===== config.mk =====
export PLATFORM = sky130hd
export DESIGN_NAME = piso_serialiser
export DESIGN_NICKNAME = d
export VERILOG_FILES = /design/src/rtl/piso_pkg.sv /design/src/rtl/piso_hold_reg.sv /design/src/rtl/piso_serialiser.sv
export SDC_FILE = /design/constraint.sdc
export NUM_CORES = 1
export LEC_CHECK = 0
export CORE_UTILIZATION = 53
export DETAILED_ROUTE_END_ITERATION = 8
export PLACE_DENSITY = 0.77
export SKIP_LAST_GASP = 1
export SYNTH_ARGS = -nofsm -noshare
export SYNTH_HDL_FRONTEND = slang
export SYNTH_SLANG_ARGS = --single-unit

===== constraint.sdc =====
create_clock -name CLK -period 2.2 [get_ports CLK]
set_input_delay 0.22 -clock CLK [delete_from_list [all_inputs] [get_ports CLK]]
set_output_delay 0.22 -clock CLK [all_outputs]
set_load 0.01 [all_outputs]

===== src/rtl/piso_pkg.sv =====
// Shared types and helpers for the parallel-in serial-out serialiser.
package piso_pkg;

    typedef enum logic {IDLE, SHIFT} piso_state_t;

    // Bit-counter width: enough for 0..W-1, never narrower than one bit.
    function automatic int cnt_width(input int w);
        return ($clog2(w) > 1) ? $clog2(w) : 1;
    endfunction

endpackage


===== src/rtl/piso_hold_reg.sv =====
// One-word holding register that queues the next frame while the current one shifts.
module piso_hold_reg
    import piso_pkg::*;
#(
    parameter int W = 8
) (
    input  logic         CLK,
    input  logic         N_RESET,
    input  logic         load,
    input  logic [W-1:0] d,
    output logic [W-1:0] q
);

    logic [W-1:0] word_reg;

    always_ff @(posedge CLK or negedge N_RESET) begin
        if (!N_RESET) begin
            word_reg <= '0;
        end else if (load) begin
            word_reg <= d;
        end
    end

    assign q = word_reg;

endmodule


===== src/rtl/piso_serialiser.sv =====
// Parallel-in serial-out serialiser with valid/ready load, one-word holding register
// and gapless back-to-back frames. Outputs are a registered view of the shift state.
module piso_serialiser
    import piso_pkg::*;
#(
    parameter int   W          = 8,
    parameter bit   LSB_FIRST  = 1'b0,
    parameter logic IDLE_LEVEL = 1'b1
) (
    input  logic         CLK,
    input  logic         N_RESET,
    input  logic         EN,
    input  logic [W-1:0] D,
    input  logic         LOAD_VALID,
    output logic         LOAD_READY,
    output logic         SOUT,
    output logic         SOUT_VALID,
    output logic         FRAME_START,
    output logic         FRAME_END,
    output logic         BUSY
);

    localparam int             CW       = cnt_width(W);
    localparam logic [CW-1:0]  CNT_LAST = CW'(W - 1);

    piso_state_t   state_reg;
    logic [CW-1:0] cnt_reg;
    logic [W-1:0]  shift_reg;
    logic          hold_full_reg;
    logic [W-1:0]  hold_word;

    logic          sout_reg;
    logic          sout_valid_reg;
    logic          frame_start_reg;
    logic          frame_end_reg;
    logic          busy_reg;

    logic          transfer;
    logic          at_last;
    logic          hold_load;
    logic          head_bit;
    logic [W-1:0]  shifted;

    assign LOAD_READY = EN & ~hold_full_reg;

    always_comb begin
        transfer  = LOAD_VALID & LOAD_READY;
        at_last   = (cnt_reg == CNT_LAST);
        // Only mid-frame transfers are parked; a boundary transfer bypasses the hold.
        hold_load = transfer & (state_reg == SHIFT) & ~at_last;
        head_bit  = LSB_FIRST ? shift_reg[0] : shift_reg[W-1];
        shifted   = LSB_FIRST ? (shift_reg >> 1) : (shift_reg << 1);
    end

    piso_hold_reg #(.W(W)) u_hold (
        .CLK     (CLK),
        .N_RESET (N_RESET),
        .load    (hold_load),
        .d       (D),
        .q       (hold_word)
    );

    always_ff @(posedge CLK or negedge N_RESET) begin
        if (!N_RESET) begin
            state_reg       <= IDLE;
            cnt_reg         <= '0;
            shift_reg       <= '0;
            hold_full_reg   <= 1'b0;
            sout_reg        <= IDLE_LEVEL;
            sout_valid_reg  <= 1'b0;
            frame_start_reg <= 1'b0;
            frame_end_reg   <= 1'b0;
            busy_reg        <= 1'b0;
        end else if (EN) begin
            // Output stage presents the bit selected by the state before this edge.
            sout_reg        <= (state_reg == SHIFT) ? head_bit : IDLE_LEVEL;
            sout_valid_reg  <= (state_reg == SHIFT);
            frame_start_reg <= (state_reg == SHIFT) && (cnt_reg == '0);
            frame_end_reg   <= (state_reg == SHIFT) && at_last;
            busy_reg        <= (state_reg == SHIFT) || hold_full_reg;

            case (state_reg)
                IDLE: begin
                    if (transfer) begin
                        shift_reg <= D;
                        cnt_reg   <= '0;
                        state_reg <= SHIFT;
                    end
                end
                SHIFT: begin
                    if (!at_last) begin
                        shift_reg <= shifted;
                        cnt_reg   <= cnt_reg + CW'(1);
                        if (hold_load) begin
                            hold_full_reg <= 1'b1;
                        end
                    end else if (hold_full_reg) begin
                        shift_reg     <= hold_word;
                        cnt_reg       <= '0;
                        hold_full_reg <= 1'b0;
                    end else if (transfer) begin
                        shift_reg <= D;
                        cnt_reg   <= '0;
                    end else begin
                        shift_reg <= shifted;
                        state_reg <= IDLE;
                    end
                end
            endcase
        end
    end

    assign SOUT        = sout_reg;
    assign SOUT_VALID  = sout_valid_reg;
    assign FRAME_START = frame_start_reg;
    assign FRAME_END   = frame_end_reg;
    assign BUSY        = busy_reg;

endmodule


## Word-level counts from Yosys, hierarchy flattened

Index checks and enable logic that the tools add are counted.

- Register bits: 26
- Output and inout bits: 6

- $add $sub $neg: 1
- Equal/unequal tests: 2
- Mux-type cells: 16
- Bitwise operators: 7
- Reduce and logical (&&, ||, !) cells: 7

Operators with widths:

| operator | count |
|---|---|
| $mux W8 | 4 |
| $pmux W8 S2 | 1 |
| $mux W3 | 3 |
| $mux W1 | 6 |
| $pmux W3 S2 | 1 |
| $and A1 B1 Y1 | 4 |
| $add A3 B1 Y3 const B | 1 |
| $eq A3 B3 Y1 const B | 1 |
| $logic_not A3 Y1 | 1 |
| $not A1 Y1 | 3 |
| $reduce_and A3 Y1 | 1 |
| $logic_and A1 B1 Y1 | 2 |
| $ne A2 B2 Y1 const B | 1 |
| $pmux W1 S2 | 1 |
| $reduce_and A2 Y1 | 1 |
| $reduce_bool A2 Y1 | 1 |
| $logic_or A1 B1 Y1 | 1 |

## Depth between registers and ports, before layout

- Depth in word-level cells: 7
- Mapped depth: 7
- Depth with buffers taken out: 6

## Hierarchy

A second synthesis with hierarchy kept.

- Cells, all modules: 132
- Area total of the unflattened synthesis: 1436.4 um^2

By module, submodules not included:

| module | instances | cells each | area each (um^2) | sequential area each (um^2) |
|---|---|---|---|---|
| piso_serialiser | 1 | 115 | 1104.8 | 451.7 |
| piso_hold_reg | 1 | 17 | 331.6 | 200.2 |

## Worst setup path after synthesis

No wires, ideal clock.

- Path kind: register to register
- Start point: register cnt_reg[0]
- End point: register u_hold.word_reg[0] (netlist: u_hold.q[0])
- Library setup time: 125 ps
- Arrival: 1579 ps
- Required time: 2075 ps
- Setup slack: 497 ps
- Cell stages (with the launch flop): 6
- Period minus slack after synthesis: 1703 ps
- Path through: dfrtp_1 -> ha_1 -> ha_1 -> buf_2 -> nor3b_4 -> mux2_2

- Word-level cells in the longest chain between the ends: 3

RTL lines:

| element | RTL line | source |
|---|---|---|
| start, declared | piso_serialiser.sv:27 | `logic [CW-1:0] cnt_reg;` |
| start signal, assigned | piso_serialiser.sv:93 | `cnt_reg <= cnt_reg + CW'(1);` |
| $eq A3 B3 Y1 | piso_serialiser.sv:48 | `at_last = (cnt_reg == CNT_LAST);` |
| $not A1 Y1 | piso_serialiser.sv:50 | `hold_load = transfer & (state_reg == SHIFT) & ~at_last;` |
| $and A1 B1 Y1 | piso_serialiser.sv:50 |  |
| end signal, assigned | piso_hold_reg.sv:18 | `word_reg <= '0;` |
| end signal, assigned | piso_hold_reg.sv:20 | `word_reg <= d;` |
| end, declared | piso_hold_reg.sv:14 | `logic [W-1:0] word_reg;` |

Every way passes these cells.
A chain may end at the register's enable or synchronous reset.

## Final worst setup path

Ends and elaborated chain as after synthesis.

==> metrics list <==
- Once the floorplan was initialized, standard cells occupied 58.1% of the core.
- CTS-repair resized insts: 0
- The library cells used most frequently in the layout, excluding fill and tap cells, are dfrtp_1 (25), clkdlybuf4s50_1 (17), o21ai_0 (12), inv_1 (11), mux2_2 (9).
- Final clock period utilization by the worst path: 87.6%
* Buffer cell driving the clock tree root: clkbuf_4
- The die covers 2720 µm².
* Die height: 52.2 µm
* Gr usage total: about 25%
- Leaving out fill and tap cells, the most frequent cell in the layout is dfrtp_1.
* Post-synthesis instance area: 1340 µm²
- Fraction of layout instances using a drive strength above 1: ~19%
* Required @ worst endpoint: 2410 ps
- After the last flow step, the layout net total stands at 165.
- Across the VDD grid, the largest voltage drop is 721 µV.
- Horizontal extent of the die: 52.2 µm
* Post-synthesis simple-gate area fraction: 12.2%
- For this design, the CTS-stage hold fixing added 0 buffers.
- The initial antenna violation count was 0.
- By area, the combinational part of the netlist is dominated by compound AO/OA/AOI/OAI gates.
* Pins over their slew limit: 0
* Worst hold path class: in2async
* GRT Residual Overflow: 0
* H-tree lvl count: 1
* Main area contributors after synthesis: dfrtp_1 (47%), mux2_2 (7.6%), o21ai_0 (4.5%)
* Critical Path Sink Type: flop
* Fraction of power consumed by combinational cells: 39.5%
- TritonCTS Buffers: 3
- 0 antenna diodes ended up in the layout.
* Worst relative slew slack: 66.6%
- The synthesized netlist devotes 0% of its cell area to XOR and XNOR gates.
- In this run the critical register-to-register path is launched from cnt_reg[0].
- Via count of the first global-routing pass: ~1,000
- Across the run, the number of max-cap violations was 0.
- After detailed routing, the number of remaining DRC violations is 0.
* Static leakage: 0.681 nW
- At the pin with the least slew margin, the transition time is 501 ps.
- On the final layout, the worst clock skew is 5.24 ps.
- Number of cells produced by synthesis: 131
* Internal power consumption: between 0.001 and 0.0015 W
- For this design, the sink count on the clock tree is 26.
* Total net switching power: between 0.0006 and 0.0007 W
* Largest driver fanout on the critical path: 8
- Relative to the synthesized area, the layout overhead comes to 18.3%.
* Average wire length per cell after detail routing: about 17 µm
- Summing the areas of all compound-gate instances in the mapped netlist gives 22.9% of the synthesized area.
* Reg-to-reg setup timing slack: 270 ps
* Sequential share of the synthesized area: 48.8%
* Critical path arrival: approximately 2100 ps
* Cells on worst reg2reg path: 4
- For this run, the number of Yosys warnings is 0.
- Setup repair after global routing left no endpoint under its margin.
* IO Count: 18
* Clk pwr share: a little over an eighth
- Setup violations remaining at the end of the flow were counted as 0.
- For this run, the top clock speed supported by timing is just over 500 MHz.
* Weighted congestion reported at the end of routability-driven placement: 0.821
- For the finished layout, the period the worst path requires is slightly below 2000 ps.
- In this run the deepest clock path goes through 2 buffers.
- Entering global routing, the biggest net connects 27 pins.
- The final hold violation count was 0.
- For this run, the number of standard cells in the final layout without fillers is around 180.
- #FFs+latches synth: 26
- The first global-routing pass estimated 4780 µm of wire.
* Synthesized-area fraction occupied by adder cells: 2.81%
* Yosys top cell area share: 46.9%
- The worst register-to-register path ends at u_hold.q[0].
- Critical path launch point type: flop
* Sequential fraction of design power: approximately 47%
- The critical path is of the reg2reg type.
- Net switching is 35.0% of the power.
- Placement row count: 17
- After synthesis, the netlist uses 30 different library cells.
* DRT antenna net count: 0
- Accumulated negative setup slack: 0 ps
- Number of I/O port buffers: 17
- For this block, the initial DRC count from the detailed router was 23.
* CTS clk-pin slew, worst paths: 140 ps
- Later-pin clock latency in the skew report: 310 ps
* Mux cell area share after synthesis: 7.59%
- Once placement completed, the tool counted placed cells totaling approximately 170.
- Post-Synthesis Net Count: 146
- TritonCTS clock tree: done
- The flow ran to the end, and the final reports show no timing, DRC or antenna violations.
- Average footprint of a synthesized cell: slightly above 10 µm²
- Counting flops with an async set or reset pin after synthesis yields a share of 100%.
- Hold slack final: 269 ps
* Final Routed Wirelength: a little over 3000 µm
- In this run the power density over the cells is 1140 nW/µm².
- Dividing the detail-routed via count by the number of cells gives 6.09.
- The detailed router placed 1,078 vias in this run.
- The largest total area in the synthesized netlist belongs to dfrtp_1.
- Detailed placement finished with a half-perimeter wire length of around 2200 µm.
- Buffer count from post-CTS setup fixing: 0
* Initial DRT Pass Iterations: 4
- The synthesized design contains 0 enable-type register cells.
* Std-Cell Core Area: between 2000 and 2500 µm²
* Primary flip-flop cell chosen by synthesis mapping: dfrtp_1
-- stage by stage --
| stage | worst slack, ps | cell area (µm²) | util (%) | total power [W] |
|---|---|---|---|---|
| 2_1_floorplan | 497 | 1340 | - | 0.00132 |
| 5_1_grt | 217 | 1580 | 68.7 | 0.00191 |
| 3_3_place_gp | 279 | 1540 | 67.2 | 0.00151 |
| 6_report | 273 | 1580 | 68.7 | 0.00180 |
| 3_5_place_dp | 225 | 1540 | 67.2 | 0.00157 |
| 4_1_cts | 275 | 1580 | 68.7 | 0.00181 |
-- logic make-up after synthesis --
group                    count (synthesis)
AND/OR/NAND/NOR                         28
multiplexers                             9
buffers and inverters                   19
adder cells (fa/ha/maj)                  3
flip-flops                              26
AO/OA/AOI/OAI                           46
-- power groups by stage --
stage | Sequential (W) | Combinational, W | Clock [W]
2_1_floorplan | 0.000792 | 0.000525 | 0
3_3_place_gp | 0.000845 | 0.000670 | 0
3_5_place_dp | 0.000859 | 0.000711 | 0
4_1_cts | 0.000851 | 0.000711 | 0.000245
5_1_grt | 0.000871 | 0.000778 | 0.000265
6_report | 0.000853 | 0.000710 | 0.000236
-- cell usage after synthesis (all sizes together) (2+ instances only) --
cell / instances
a21o: 3
a21oi: 7
a221o: 4
a22o: 3
a31oi: 3
buf: 6
clkbuf: 2
dfrtp: 25
ha: 3
inv: 11
mux2: 9
nand2: 8
nor2: 7
nor2b: 2
o21ai: 12
o221ai: 3
o22ai: 7
or2: 7
-- worst max-delay path, cell delays in order (launching register included) --
cell and delay [ps]:
dfrtp_1 430, ha_1 220, ha_1 310, nor3b_4 460, mux2_2 400
-- final cells by class --
class	instances	area, µm²
Fill cell	195	718
Sequential cell	26	652
Multi-Input combinational cell	86	607
Timing Repair Buffer	22	208
Inverter	11	41.3
Clock buffer	4	36.3
Tap cell	28	35.0
-- worst max path at each step --
| stage | from | endpoint | depth (start not counted) |
|---|---|---|---|
| 2_1_floorplan | cnt_reg[0] | u_hold.q[0] | 5 |
| 3_3_place_gp | LOAD_VALID | u_hold.q[7] | 5 |
| 3_5_place_dp | LOAD_VALID | u_hold.q[0] | 5 |
| 4_1_cts | cnt_reg[0] | u_hold.q[7] | 4 |
| 5_1_grt | hold_full_reg | LOAD_READY | 2 |
| 6_report | cnt_reg[0] | u_hold.q[0] | 4 |
-- layer usage --
layer  global-route usage, %  share of wire (%)
met3                    2.90                5.9
met4                    9.21                1.0
met1                    33.0                 45
met5                       0                  0
met2                    40.6                 48
Note: power is estimated with default switching activity, not from simulation.
